[src/rtl/if_fetch_unit_if.sv]
// Redirect, instruction-memory and decode-side signal bundle of the fetch stage.
// Latency: none, wires only.
// Backpressure: imem_gnt stalls fetch requests; if_ready stalls the decode-side slot.
// Optional IF_FETCH_ALIGN_CHECK_EN adds the fetch_misalign status signal.
interface if_fetch_unit_if;
  logic        pc_src;
  logic [31:0] target_address;
  logic        imem_req;
  logic [31:0] imem_addr;
  logic        imem_gnt;
  logic        imem_rvalid;
  logic [31:0] imem_rdata;
  logic        if_valid;
  logic        if_ready;
  logic [31:0] if_instr;
  logic [31:0] if_pc;
  logic [31:0] if_pc_plus4;
`ifdef IF_FETCH_ALIGN_CHECK_EN
  logic        fetch_misalign;
`endif

  // fetch-unit side
  modport master (
    input  pc_src, target_address, imem_gnt, imem_rvalid, imem_rdata, if_ready,
    output imem_req, imem_addr, if_valid, if_instr, if_pc, if_pc_plus4
`ifdef IF_FETCH_ALIGN_CHECK_EN
    , output fetch_misalign
`endif
  );

  // memory / next-PC / decode side
  modport slave (
    output pc_src, target_address, imem_gnt, imem_rvalid, imem_rdata, if_ready,
    input  imem_req, imem_addr, if_valid, if_instr, if_pc, if_pc_plus4
`ifdef IF_FETCH_ALIGN_CHECK_EN
    , input fetch_misalign
`endif
  );
endinterface

[src/rtl/if_fetch_unit.sv]
// Instruction fetch: owns the PC, one outstanding imem request, one-entry decode slot.
// Latency: grant to if_valid = memory latency + 1 cycle; at most 1 instruction per 2 cycles.
// Backpressure: no request while the decode slot is held (if_valid && !if_ready) or imem_gnt=0.
// Optional IF_FETCH_ALIGN_CHECK_EN: misaligned redirect sets sticky fetch_misalign and stops fetch;
// without it the redirect target's low two bits are cleared.
module if_fetch_unit #(
  parameter logic [31:0] RESET_PC = 32'h0040_0000
) (
  input  logic            clk,
  input  logic            reset,
  if_fetch_unit_if.master bus
);

  // IDLE: nothing outstanding; WAIT: response kept; SQUASH: response discarded
  typedef enum logic [1:0] {IDLE, WAIT, SQUASH} state_t;

  state_t      state, state_nxt;
  logic [31:0] pc, req_pc, redirect_pc;
  logic        slot_free, req, fire, load, consume, misalign;
  logic        valid_q;
  logic [31:0] instr_q, pc_q, pc4_q;

  assign slot_free        = !valid_q || bus.if_ready;
  assign consume          = valid_q && bus.if_ready;
  assign bus.imem_req     = req;
  assign bus.imem_addr    = pc;
  assign bus.if_valid     = valid_q;
  assign bus.if_instr     = instr_q;
  assign bus.if_pc        = pc_q;
  assign bus.if_pc_plus4  = pc4_q;

`ifdef IF_FETCH_ALIGN_CHECK_EN
  logic misalign_q;

  assign redirect_pc        = bus.target_address;
  assign misalign           = misalign_q;
  assign bus.fetch_misalign = misalign_q;

  // Sticky flag: any misaligned redirect halts fetching until reset
  always_ff @(posedge clk or posedge reset) begin
    if (reset)
      misalign_q <= 1'b0;
    else if (bus.pc_src && (bus.target_address[1:0] != 2'b00))
      misalign_q <= 1'b1;
  end
`else
  assign redirect_pc = bus.target_address & ~32'h3;
  assign misalign    = 1'b0;
`endif

  // State register
  always_ff @(posedge clk or posedge reset) begin
    if (reset)
      state <= IDLE;
    else
      state <= state_nxt;
  end

  // Next state, request and load decisions; a redirect never issues and never loads
  always_comb begin
    state_nxt = state;
    req       = 1'b0;
    fire      = 1'b0;
    load      = 1'b0;
    case (state)
      IDLE: begin
        req  = slot_free && !bus.pc_src && !misalign;
        fire = req && bus.imem_gnt;
        if (fire)
          state_nxt = WAIT;
      end
      WAIT: begin
        if (bus.imem_rvalid) begin
          load      = !bus.pc_src;
          state_nxt = IDLE;
        end else if (bus.pc_src) begin
          state_nxt = SQUASH;
        end
      end
      SQUASH: begin
        if (bus.imem_rvalid)
          state_nxt = IDLE;
      end
      default: state_nxt = IDLE;
    endcase
  end

  // Architectural PC and the address of the outstanding request
  always_ff @(posedge clk or posedge reset) begin
    if (reset) begin
      pc     <= RESET_PC;
      req_pc <= 32'h0;
    end else if (bus.pc_src) begin
      pc <= redirect_pc;
    end else if (fire) begin
      req_pc <= pc;
      pc     <= pc + 32'd4;
    end
  end

  // Decode-side slot: redirect flush beats load beats consume; payload holds when empty
  always_ff @(posedge clk or posedge reset) begin
    if (reset) begin
      valid_q <= 1'b0;
      instr_q <= 32'h0;
      pc_q    <= 32'h0;
      pc4_q   <= 32'h0;
    end else if (bus.pc_src) begin
      valid_q <= 1'b0;
    end else if (load) begin
      valid_q <= 1'b1;
      instr_q <= bus.imem_rdata;
      pc_q    <= req_pc;
      pc4_q   <= req_pc + 32'd4;
    end else if (consume) begin
      valid_q <= 1'b0;
    end
  end

endmodule

[src/flat_wrapper.sv]
// flat-port wrapper written by rule: the top's interface ports become plain ports
module if_fetch_unit_flat 
#(
  parameter logic [31:0] RESET_PC = 32'h0040_0000
)
  (clk, reset, bus_pc_src, bus_target_address, bus_imem_gnt, bus_imem_rvalid, bus_imem_rdata, bus_if_ready, bus_imem_req, bus_imem_addr, bus_if_valid, bus_if_instr, bus_if_pc, bus_if_pc_plus4);
  if_fetch_unit_if bus_i ();
  input  logic clk;
  input  logic reset;
  input wire logic [$bits(bus_i.pc_src)-1:0] bus_pc_src;
  input wire logic [$bits(bus_i.target_address)-1:0] bus_target_address;
  input wire logic [$bits(bus_i.imem_gnt)-1:0] bus_imem_gnt;
  input wire logic [$bits(bus_i.imem_rvalid)-1:0] bus_imem_rvalid;
  input wire logic [$bits(bus_i.imem_rdata)-1:0] bus_imem_rdata;
  input wire logic [$bits(bus_i.if_ready)-1:0] bus_if_ready;
  output wire logic [$bits(bus_i.imem_req)-1:0] bus_imem_req;
  output wire logic [$bits(bus_i.imem_addr)-1:0] bus_imem_addr;
  output wire logic [$bits(bus_i.if_valid)-1:0] bus_if_valid;
  output wire logic [$bits(bus_i.if_instr)-1:0] bus_if_instr;
  output wire logic [$bits(bus_i.if_pc)-1:0] bus_if_pc;
  output wire logic [$bits(bus_i.if_pc_plus4)-1:0] bus_if_pc_plus4;
  assign bus_i.pc_src = bus_pc_src;
  assign bus_i.target_address = bus_target_address;
  assign bus_i.imem_gnt = bus_imem_gnt;
  assign bus_i.imem_rvalid = bus_imem_rvalid;
  assign bus_i.imem_rdata = bus_imem_rdata;
  assign bus_i.if_ready = bus_if_ready;
  assign bus_imem_req = bus_i.imem_req;
  assign bus_imem_addr = bus_i.imem_addr;
  assign bus_if_valid = bus_i.if_valid;
  assign bus_if_instr = bus_i.if_instr;
  assign bus_if_pc = bus_i.if_pc;
  assign bus_if_pc_plus4 = bus_i.if_pc_plus4;
  if_fetch_unit #(.RESET_PC(RESET_PC)) u_core (.clk(clk), .reset(reset), .bus(bus_i));
endmodule
[config.mk]
export PLATFORM = sky130hd
export DESIGN_NAME = if_fetch_unit_flat
export DESIGN_NICKNAME = d
export VERILOG_FILES = /design/src/rtl/if_fetch_unit_if.sv /design/src/rtl/if_fetch_unit.sv /design/src/flat_wrapper.sv
export SDC_FILE = /design/constraint.sdc
export NUM_CORES = 1
export LEC_CHECK = 0
export ABC_AREA = 1
export BUFFER_PORTS_ARGS = -buffer_cell sky130_fd_sc_hd__buf_2
export CORE_MARGIN = 1
export CORE_UTILIZATION = 40
export CTS_BUF_LIST = sky130_fd_sc_hd__clkbuf_8
export CTS_CLUSTER_DIAMETER = 60
export DETAILED_ROUTE_END_ITERATION = 7
export HOLD_SLACK_MARGIN = 0.05
export MAX_ROUTING_LAYER = met4
export PLACE_DENSITY = 0.68
export SYNTH_ARGS = -nofsm -noshare
export SYNTH_HDL_FRONTEND = slang
export SYNTH_SLANG_ARGS = --single-unit
[constraint.sdc]
create_clock -name clk -period 5.4 [get_ports clk]
set_clock_uncertainty 0.15 [all_clocks]
set_input_delay 0 -clock clk [delete_from_list [all_inputs] [get_ports clk]]
set_output_delay 0 -clock clk [all_outputs]
set_load 0.05 [all_outputs]
# Word-level counts from Yosys, hierarchy flattened
# Index checks and enable logic that the tools add are counted.
# W data, S select, Z words.
# word_totals
output_inout_bits,130
regBits,163
inputBits,70
# classes
eq_ne,5
bitwise_logic,1
n_reduce_logical,12
n_mux,14
n_addsub,2
# ops
cell,n
$add A32 B3 Y32 const B,2
$mux W32,2
$mux W2,4
$mux W1,7
$pmux W2 S3,1
$reduce_and A2 Y1,2
$logic_and A1 B1 Y1,3
$ne A3 B3 Y1 const B,1
$reduce_and A3 Y1,1
$reduce_bool A3 Y1,1
$eq A2 B1 Y1 const B,1
$eq A2 B2 Y1 const B,1
$logic_not A1 Y1,2
$logic_not A2 Y1,1
$ne A2 B1 Y1 const B,1
$ne A2 B2 Y1 const B,1
$reduce_bool A2 Y1,1
$logic_or A1 B1 Y1,1
$not A1 Y1,1

# Depth between registers and ports, before layout
# Gate-level depths: netlist (run 1).
# logic_depth
ltp_word,7
ltp_mapped,10
mapped_depth_nobuf,10

# Least setup slack after synthesis (run 1)
# OpenSTA, ideal clock, no wires.
# synth_timing
path_kind,reg2reg
startpoint,register u_core.pc[3] (netlist: u_core.bus.imem_addr[3])
endpoint,register u_core.pc[14] (netlist: u_core.bus.imem_addr[14])
t_arrival_ns,1.669
t_required_ns,5.124
synth_period_minus_slack_ns,1.945
slack_ns,3.455
stages_incl_launch_ff,9
cell_sequence,dfrtp_1 -> ha_1 -> nand2_1 -> nor2_4 -> nand2_2 -> nor2_1 -> nand2_1 -> nand3_1 -> nand3_1
# synth_via
elab_chain_len,3
# synth_rtl
item,line,source
from (decl),if_fetch_unit.sv:18,"logic [31:0] pc, req_pc, redirect_pc;"
from (signal assigned),if_fetch_unit.sv:94,pc <= redirect_pc;
from (signal assigned),if_fetch_unit.sv:97,pc <= pc + 32'd4;
$add A32 B3 Y32,if_fetch_unit.sv:97,
$mux W32,if_fetch_unit.sv:95,end else if (fire) begin
$mux W32,if_fetch_unit.sv:93,end else if (bus.pc_src) begin
# No other way between the ends. The select of a mux whose other input is x is not followed.
# A chain may end at the register's enable or synchronous reset.

# Final worst setup path (run 1)
# layout_timing
startpoint,register u_core.state[0]
endpoint,register u_core.valid_q (netlist: u_core.bus.if_valid)
# layout_via
elab_chain_len,4
word_cells_on_any_way,5
cone_classes,eq/ne (1); mux (3); reduce/logical (1)
# layout_rtl
item,line,source
from (decl),if_fetch_unit.sv:17,"state_t state, state_nxt;"
from (signal assigned),if_fetch_unit.sv:56,state <= state_nxt;
$eq A2 B1 Y1 (*),if_fetch_unit.sv:65,case (state)
$mux W1 (*),if_fetch_unit.sv:65,
$mux W1,if_fetch_unit.sv:110,end else if (load) begin
$mux W1,if_fetch_unit.sv:108,end else if (bus.pc_src) begin
to (signal assigned),if_fetch_unit.sv:109,valid_q <= 1'b0;
to (signal assigned),if_fetch_unit.sv:111,valid_q <= 1'b1;
to (signal assigned),if_fetch_unit.sv:116,valid_q <= 1'b0;
to (decl),if_fetch_unit.sv:20,logic valid_q;
# Every way passes the cells marked *; elsewhere a longest branch is shown, timed or not.

==> results of run 1 <==
-- kinds of logic after synthesis --
group                    Yosys count  synth area share
AND/OR/NAND/NOR                  661            0.3603
buffers and inverters            137           0.08072
adder cells (fa/ha/maj)            2          0.003215
other                              1         0.0004819
AO/OA/AOI/OAI                     74           0.05210
flip-flops                       155            0.4986
XOR/XNOR                           4          0.004503
-- power breakdown --
| group | switching [mW] | internal, mW | total (mW) | leakage [nW] |
|---|---|---|---|---|
| clock network | 0.424 | 0.625 | 1.05 | 0.254 |
| logic | 1.53 | 0.465 | 1.99 | 3.08 |
| registers | 0.272 | 1.50 | 1.77 | 1.92 |
| total | 2.22 | 2.59 | 4.81 | 5.26 |
-- layout make-up --
class	count	area, sq um
clock buffers	20	275.3
well taps	260	325.3
flip-flops and latches	155	3880
repair buffers	288	1914
multi-input cells	747	3308
inverters	92	351.6
fillers	1811	8638
clock inverters	11	200.2
-- worst max-delay path, delay by kind of cell, from the launching register on --
kind,cells,cell delay [ns]
AOI/OAI and AO/OA,1,0.22
and+or+nand+nor,2,0.12
buffers and inverters,3,1.48
DFF,1,0.41
-- metal layers --
layer	GRT usage	vias to the layer above
met3	0.04320	28
met2	0.3517	224
li1	-	3773
met1	0.3177	3487
met5	-	-
met4	0.06961	0
-- worst min-delay path by stage --
| stage | startpoint | end | slack, ns | cells past startpoint |
|---|---|---|---|---|
| after floorplan | bus_imem_rvalid | u_core.state[1] | -0.06 | 1 |
| after global placement | bus_imem_rdata[12] | u_core.bus.if_instr[12] | 0.04 | 3 |
| after CTS | bus_pc_src | u_core.bus.imem_addr[24] | 0.07 | 5 |
| final | bus_pc_src | u_core.bus.imem_addr[24] | 0.07 | 5 |
| after global routing | bus_imem_rdata[4] | u_core.bus.if_instr[4] | 0.10 | 4 |
| after detailed placement | bus_imem_rdata[12] | u_core.bus.if_instr[12] | 0.05 | 3 |
-- per-stage QoR --
| step | setup WS (ns) | hold slack, ns |
|---|---|---|
| 2_1_floorplan | 1.074 | -0.05529 |
| 3_3_place_gp | 2.685 | 0.04426 |
| 3_5_place_dp | 2.654 | 0.04662 |
| 4_1_cts | 2.805 | 0.06881 |
| 5_1_grt | 2.622 | 0.1042 |
| 6_report | 2.885 | 0.06773 |
-- state kept, by name, summed over array words and instances, names as in the netlist --
signal                  cells
u_core.req_pc              30
u_core.bus.if_pc           30
u_core.bus.if_instr        32
u_core.bus.if_valid         1
u_core.bus.imem_addr       30
u_core.state                2
u_core.bus.if_pc_plus4     30
-- placed cells by master, fill, tap and decap left out, types with 5 or more instances in the layout --
cell / synthesis / final
buf_2: 20 / 191
o21ai_0: 48 / 48
nand4_1: 14 / 14
nand2_1: 376 / 375
nor2_2: 18 / 18
a21oi_1: 9 / 9
nand2_2: 6 / 6
dfrtp_1: 154 / 154
clkbuf_8: 0 / 20
dlygate4sd3_1: 0 / 92
conb_1: 1 / 6
nand3_1: 115 / 115
o211ai_1: 10 / 10
nor2_1: 117 / 117
inv_1: 86 / 89
bufinv_16: 0 / 6
nor2_4: 5 / 5
buf_4: 13 / 5
==> impl_results.md, run 1 <==
- Outcome: finished clean
- Synth area leaders: dfrtp_1 (50%), nand2_1 (18%), nand3_1 (7.4%)
- Die W: between 100 and 150 microns
- Post-synth EDFFs: 0
- Synth cell count leaders: nand2_1 (376), dfrtp_1 (154), nor2_1 (117), nand3_1 (115), inv_1 (86)
- GR Util All Layers: 0.2325
- Cts repair resizes: 0
- Placed Area: 8859 sq um
- Cts bufs inserted: 17
- CP max stage cell: buf_4
- Largest net degree at the start of global routing: 120
- CTS tree: done
- Synth cell types: 37
- Met1 Routed Length: between 10000 and 15000 microns
- Post-DP HPWL: 14680 microns
- Root Driver: clkbuf_8
- Start point of the critical path: u_core.state[0]
- Post-Route Utilization: 0.5428
- Standard-cell rows: 50
- Initial antenna violation count: 0
- Post-synth top flop: dfrtp_1
- Critical path, cell by cell: inv_1 > nor2_1 > nand2_4 > buf_4 > o21ai_0 > dlygate4sd3_1
- Highest routed layer: met4
- Chip height: 141.5 microns
- DR vias/cell: 4.776
- Nets: around 1400
- Core area: about 19000 sq um
- FF-to-FF path depth: 6
- Post-synth ARST share: 1.000
- ANT nets after route: 0
- Vias in the first global route: roughly 7000
- Met2 wire len: a little under 10000 microns
- Vias: ~7500
- Final min period: around 2.5 ns
- Pwr/cell area: between 400 and 500 nW/um^2
- Fmax: slightly below 400 MHz
- Critical path class: register to register
- Post-synth top area share: 0.4953
- DRC Markers: 0
- Syn Area/Cell: approximately 7.5 sq um
- Slew Limit Fails: 0
- Ant diodes: 0
- Worst-Margin Slew: about 1.2 ns
- Metal3 WL: between 1000 and 1500 microns
- Post-Syn Instances: between 1000 and 1500
- Clock Path Buffers: 2
- Number of setup violations in the final report: 0
- Drt first pass iters: 7
- Starting Density: 0.4119
- Clk slew on worst S/H paths: about 0.080 ns
- Placed Instances: between 1000 and 1500
- Startpoint types: register
- Hold Buf Count CTS: approximately 90
- Critical path peak fanout: between 100 and 150
- Synth Warn #: 0
- WL/cell: ~14 microns
- Post-Layout Inst Area: about 10000 sq um
- Global-route wire length before repair: roughly 35000 microns
- # H-tree levels: 4
- FF-to-FF setup slack: slightly below 3 ns
- I/O Buffers: 191
- Worst Path Arrival: between 2 and 3 ns
- Final WL: about 22000 microns
- Grt total ovfl: 0
- Initial drt markers: between 500 and 600
- Max-capacitance violation count: 0
- Register area share after synthesis: 0.4986
- Slew margin rel.: 0.1902
- Critical path capture point: u_core.bus.if_valid
- Most common cell in the synthesized netlist: nand2_1
- Setup crit end kind: register
- Fin cells: ~1600
- Reg-to-reg endpoint: u_core.bus.if_valid
- CP peak stage delay: slightly below 0.8 ns
- R2r startpoint: u_core.state[0]
- Ratio of cells with drive above 1 in the final layout: 0.2011
- Static leakage: between 5 and 6 nW
- TNS Setup: 0 ns
- P&R area growth vs syn: 31.79%
- Synthesized flop and latch total: between 150 and 200
- Hold Vio Cnt, Final: 0
- Setup Buffers After CTS: 0
- Synth area leader: dfrtp_1
- RSZ-0062 raised after global routing: no
- Final Cycle Share: 0.4658
- Routability congestion estimate from global placement: about 0.88
- Pwr Total: between 4 and 5 mW
- Boundary Pins: 200
- Required @ worst endpoint: ~5.6 ns
- Post-synthesis cell area: a little under 8000 sq um
- Full die area: between 20000 and 25000 sq um
- Clock latency at the later pin of the worst-skew pair: 0.46 ns
- HP Class: input port to register
- Sink Count: between 150 and 200
- Peak VDD IR: 0.0001858 V
(Power assumes the default switching activity.)
==> run 2, diff against run 1 <==
Clock period 5.4 ns to 2.5 ns, I/O delays scaled along.
==> run 2 against run 1 <==
Final area up 1.8%. Cell count up 1.1%. Maximum frequency up 6.1%. Setup slack worse by 2.8 ns. Count of clock-buffer cells in the layout down 3.
==> impl_results.md, run 2 (synthesis gave the netlist of run 1 again) <==
- Outcome: finished clean
- Pwr Total: approximately 10 mW
- CP Buf/Inv Count: 1
- Critical path peak fanout: 6
- WL/cell: between 10 and 15 microns
- Clk slew on worst S/H paths: 0.10 ns
- Critical path, cell by cell: ha_1 > nand2_1 > nor2_4 > nand4_1 > nor2_1 > nand2_1 > nand2_1 > nand3_1 > dlygate4sd3_1
- Core area: ~19000 sq um
- Multi-input gate area: roughly 3300 sq um
- Startpoint types: register
- Crit-path leading delay family: simple AND/OR/NAND/NOR gates
- Placed Instances: 1456
- Worst Path Arrival: approximately 2.6 ns
- Reg-to-reg endpoint: u_core.bus.imem_addr[24]
- Grt total ovfl: 0
- Initial drt markers: between 500 and 600
- Max-capacitance violation count: 0
- Vias: 7533
- Worst hold margin: between 0.1 and 0.15 ns
- Fin worst setup slack: ~0.13 ns
- Critical path class: register to register
- I/O Buffers: ~190
- Switching power: ~4.9 mW
- Standard-cell rows: 50
- GR Util All Layers: 0.2311
- Sequential share of power: 0.372
- Slew margin rel.: 0.4335
- Slew Limit Fails: 0
- Most common cell after layout, fill and taps aside: nand2_1
- R2r startpoint: u_core.bus.imem_addr[3]
- DRC Markers: 0
- CTS tree: done
- Post-DP HPWL: around 15000 microns
- Placed Area: around 9000 sq um
- Chip height: roughly 140 microns
- Number of flip-flops in the largest register: 32
- Worst-Margin Slew: between 0.8 and 0.9 ns
- CP max stage cell: dlygate4sd3_1
- Cell-internal power: around 5.4 mW
- Clock latency at the later pin of the worst-skew pair: roughly 0.45 ns
- Hold Vio Cnt, Final: 0
- RSZ-0062 raised after global routing: no
- Full die area: around 20000 sq um
- Setup Buffers After CTS: 0
- Crit path depth: 9
- Die W: 141.5 microns
- Switching share of power: 0.4757
- Setup crit end kind: register
- TNS Setup: 0 ns
- Cell mode on critical path: nand2_1
- Root Driver: clkbuf_8
- Number of setup violations in the final report: 0
- Static leakage: 5.332 nW
- # H-tree levels: 4
- Global-route wire length before repair: between 30000 and 40000 microns
- Required @ worst endpoint: 2.70 ns
- Final min period: about 2.4 ns
- Routability congestion estimate from global placement: 0.9245
- Final Cycle Share: 0.9481
- Fmax: 421.9 MHz
- FF-to-FF setup slack: approximately 0.13 ns
- Ant diodes: 0
- Drt first pass iters: 5
- Start point of the critical path: u_core.bus.imem_addr[3]
- Boundary Pins: 200
- Fillers: roughly 1800
- Post-Layout Inst Area: about 10000 sq um
- CP peak stage delay: between 0.5 and 0.6 ns
- Register Area: 3880 sq um
- Clock network fraction of total power: 0.205
- Starting Density: 0.4119
- Sink Count: 155
- Fin cells: about 1600
- ANT nets after route: 0
- Cts bufs inserted: 17
- Ratio of cells with drive above 1 in the final layout: 0.2068
- Pwr/cell area: about 990 nW/um^2
- Comb pwr share: 0.423
- HP Class: input port to register
- Critical path capture point: u_core.bus.imem_addr[24]
- Peak VDD IR: ~0.00046 V
- Post-Route Utilization: 0.5523
- Clock Path Buffers: 2
- Post-Place Worst Slack: 0.4672 ns
- Initial antenna violation count: 0
- Largest net degree at the start of global routing: between 150 and 200
- FF-to-FF path depth: 9
- Vias in the first global route: 7072
- Nets: between 1000 and 1500
- P&R area growth vs syn: 34.11%
- Final WL: roughly 22000 microns
- DR vias/cell: 4.738
- Most frequent cells in the layout: nand2_1 (375), buf_2 (191), dfrtp_1 (154), nor2_1 (117), nand3_1 (115)
-- run 2: metal layers --
metal  GRT usage  vias to the layer above  routed length, microns
met4     0.06791                        0                     362
met3     0.04084                       28                    1331
met5           -                        -                       0
met1      0.3177                     3413                   10300
li1            -                     3824                       -
met2      0.3497                      268                    9859
-- run 2: how the worst min path moves through the flow --
stage	from	end	slack [ns]	cells after the start
6_report	bus_imem_rdata[31]	u_core.bus.if_instr[31]	0.13	4
3_3_place_gp	bus_imem_rdata[18]	u_core.bus.if_instr[18]	0.04	3
2_1_floorplan	bus_imem_rvalid	u_core.state[1]	-0.06	1
3_5_place_dp	bus_imem_rdata[22]	u_core.bus.if_instr[22]	0.05	3
4_1_cts	bus_imem_rdata[27]	u_core.bus.if_instr[27]	0.09	4
5_1_grt	bus_imem_rdata[1]	u_core.bus.if_instr[1]	0.10	4
-- run 2: power by group through the flow --
stage / Clock, mW / Combinational, mW / Sequential, mW
6_report: 2.13 / 4.38 / 3.85
3_3_place_gp: 0 / 4.16 / 3.87
2_1_floorplan: 0 / 1.05 / 5.94
3_5_place_dp: 0 / 4.21 / 3.89
5_1_grt: 2.28 / 4.68 / 3.95
4_1_cts: 2.19 / 4.40 / 3.84
-- run 2: layout make-up --
type                       count  area share
multi-input combinational    747      0.3170
timing repair buffer         304      0.2034
clock buffer                  17     0.02242
sequential                   155      0.3718
inverter                      92     0.03381
tap                          260     0.03118
clock inverter                15     0.02038
-- run 2: what timing repair did --
item                                    in CTS  in global routing
endpoints found under the hold margin      247                  0
hold buffers                               102                  0
endpoints found under the setup margin       0                  8
gates resized for setup                      0                  2
-- run 2: worst min-delay path: cells and delay by family --
kind / cells / cell delay (ns)
buffers and inverters: 2 / 0.62
and+or+nand+nor: 2 / 0.08
==> run 3, diff against run 2 <==
Settings changed: CELL_PAD_IN_SITES_DETAIL_PLACEMENT from default to 1, CELL_PAD_IN_SITES_GLOBAL_PLACEMENT from default to 1, CORE_UTILIZATION 40 to 38, CTS_BUF_LIST sky130_fd_sc_hd__clkbuf_8 to default, PLACE_DENSITY 0.68 to 0.85.
==> run 3 against run 2 <==
Setup slack improved by 0.27 ns. Clock power increased by 41%. Sequential share of layout area about the same. Register-to-register slack better by 0.27 ns. Maximum frequency grew 13%. Sequential cell count unchanged. Non-clock buffer count down 21. Final area hardly changed. Cell count down 1.0%. First-iteration DRC count shrank 28%. Critical path type unchanged. Combinational power barely moved. Global-route usage grew 3.5 points.
==> impl_results.md, run 3 (synthesis gave the netlist of run 1 again) <==
- Outcome: finished clean
- ANT nets after route: 0
- FF-to-FF path depth: 10
- Nets: about 1400
- CTS tree: done
- Vias in the first global route: between 8000 and 9000
- Clock latency at the later pin of the worst-skew pair: roughly 0.43 ns
- Fmax: 476.6 MHz
- Critical path peak fanout: 29
- CP max stage cell: inv_2
- DR vias/cell: slightly above 5
- Slew Limit Fails: 0
- Fin cells: ~1600
- WL/cell: between 15 and 20 microns
- Initial drt markers: 394
- CP Buf/Inv Count: 4
- Final Cycle Share: 0.8394
- Setup Buffers After CTS: 0
- P&R area growth vs syn: 34.19%
- HP Class: input port to register
- Routability congestion estimate from global placement: 0.8900
- Initial antenna violation count: 0
- Die W: between 100 and 150 microns
- Post-DP HPWL: 17280 microns
- Most frequent cells in the layout: nand2_1 (375), buf_2 (191), dfrtp_1 (154), nor2_1 (117), nand3_1 (115)
- Root Driver: clkbuf_16
- Worst hold margin: about 0.15 ns
- Full die area: between 20000 and 25000 sq um
- R2r startpoint: u_core.state[0]
- Core area: between 15000 and 20000 sq um
- Cell mode on critical path: nand2_1
- TNS Setup: 0 ns
- Worst-Margin Slew: 0.8498 ns
- Crit-path leading delay family: simple AND/OR/NAND/NOR gates
- Slew margin rel.: 0.4335
- Critical path, cell by cell: inv_1 > nor2_1 > nand2_4 > inv_2 > nand2_1 > nand2_1 > inv_1 > nand2_1 > nand2_1 > inv_1
- Clk slew on worst S/H paths: ~0.06 ns
- Chip height: ~150 microns
- Clock Path Buffers: 2
- Static leakage: 5.343 nW
- Critical path class: register to register
- WHS Path Cells: 4
- Final min period: 2.098 ns
- Most common cell after layout, fill and taps aside: nand2_1
- RSZ-0062 raised after global routing: no
- FF-to-FF setup slack: around 0.4 ns
- Setup crit end kind: register
- Standard-cell rows: 51
- Peak VDD IR: ~0.00047 V
- Pwr/cell area: around 1100 nW/um^2
- Worst min-delay path endpoint: u_core.bus.if_instr[10]
- Drt first pass iters: 5
- Multi-input gate area: 3308 sq um
- DRC Markers: 0
- Min-delay src: bus_imem_rdata[10]
- CP peak stage delay: between 0.5 and 0.6 ns
- Register Area: 3880 sq um
- Required @ worst endpoint: 2.72 ns
- I/O Buffers: 191
- Ratio of cells with drive above 1 in the final layout: 0.2093
- Startpoint types: register
- Cts bufs inserted: 17
- Starting Density: 0.3934
- Max-capacitance violation count: 0
- Sink Count: between 150 and 200
- Fillers: ~2500
- Ant diodes: 0
- Reg-to-reg endpoint: u_core.bus.if_pc_plus4[17]
- Grt total ovfl: 0
- Placed Instances: between 1000 and 1500
- Boundary Pins: 200
- Final WL: 26300 microns
- Number of setup violations in the final report: 0
- Largest net degree at the start of global routing: 156
- Worst Path Arrival: ~2.3 ns
- Hold Vio Cnt, Final: 0
- Number of flip-flops in the largest register: 32
- # H-tree levels: 4
- GR Util All Layers: 0.2660
- Vias: slightly below 8000
- Global-route wire length before repair: 43460 microns
-- run 3: layer usage --
layer | up-vias | global-route usage | share of wire
met2 | 216 | 0.4411 | 0.49
met1 | 3878 | 0.3333 | 0.44
met5 | - | - | 0
met4 | 0 | 0.09000 | 0.023
met3 | 44 | 0.03805 | 0.041
li1 | 3773 | - | -
-- run 3: area by class of cell --
class | count | area share
clock inverter | 13 | 0.02313
multi-input combinational | 747 | 0.3168
inverter | 92 | 0.03355
sequential | 155 | 0.3716
timing repair buffer | 283 | 0.1807
tap | 265 | 0.03176
clock buffer | 19 | 0.04242
-- run 3: worst max path at each step --
stage                     depth (start not counted)  slack [ns]                    endpoint       startpoint
after floorplan                                   1        0.39      u_core.bus.if_instr[0]            reset
after global placement                            6        0.48    u_core.bus.imem_addr[14]  u_core.state[0]
after detailed placement                          6        0.42    u_core.bus.imem_addr[14]  u_core.state[0]
after CTS                                         6        0.39    u_core.bus.imem_addr[14]  u_core.state[0]
after global routing                             10        0.14  u_core.bus.if_pc_plus4[17]  u_core.state[0]
final                                            10        0.40  u_core.bus.if_pc_plus4[17]  u_core.state[0]
-- run 3: through the flow --
stage	setup slack, ns	utilization	power (mW)	area, sq um
floorplan	0.3919	-	6.988	7804
global placement	0.4790	0.4522	8.038	8946
CTS	0.3916	0.5278	11.33	10440
global route	0.1392	0.5278	11.81	10440
detailed placement	0.4157	0.4522	8.195	8946
finish	0.4016	0.5278	11.30	10440
-- run 3: power by group --
part	leakage, nW	switching [mW]	internal [mW]
combinational	3.09	3.40	1.00
sequential	1.92	0.640	3.25
clock	0.331	1.09	1.91
total	5.34	5.13	6.17
-- run 3: worst reg2reg max path, stage by stage, from the launching register on --
cell and delay (ns):
dfrtp_1 0.40, inv_1 0.06, nor2_1 0.20, nand2_4 0.24, inv_2 0.53, nand2_1 0.17
nand2_1 0.09, inv_1 0.05, nand2_1 0.06, nand2_1 0.05, inv_1 0.05
-- run 3: repair_timing --
action                                 CTS  global route
endpoints found under the hold margin  219             0
hold buffers                            81             0
resized for setup                        0             0
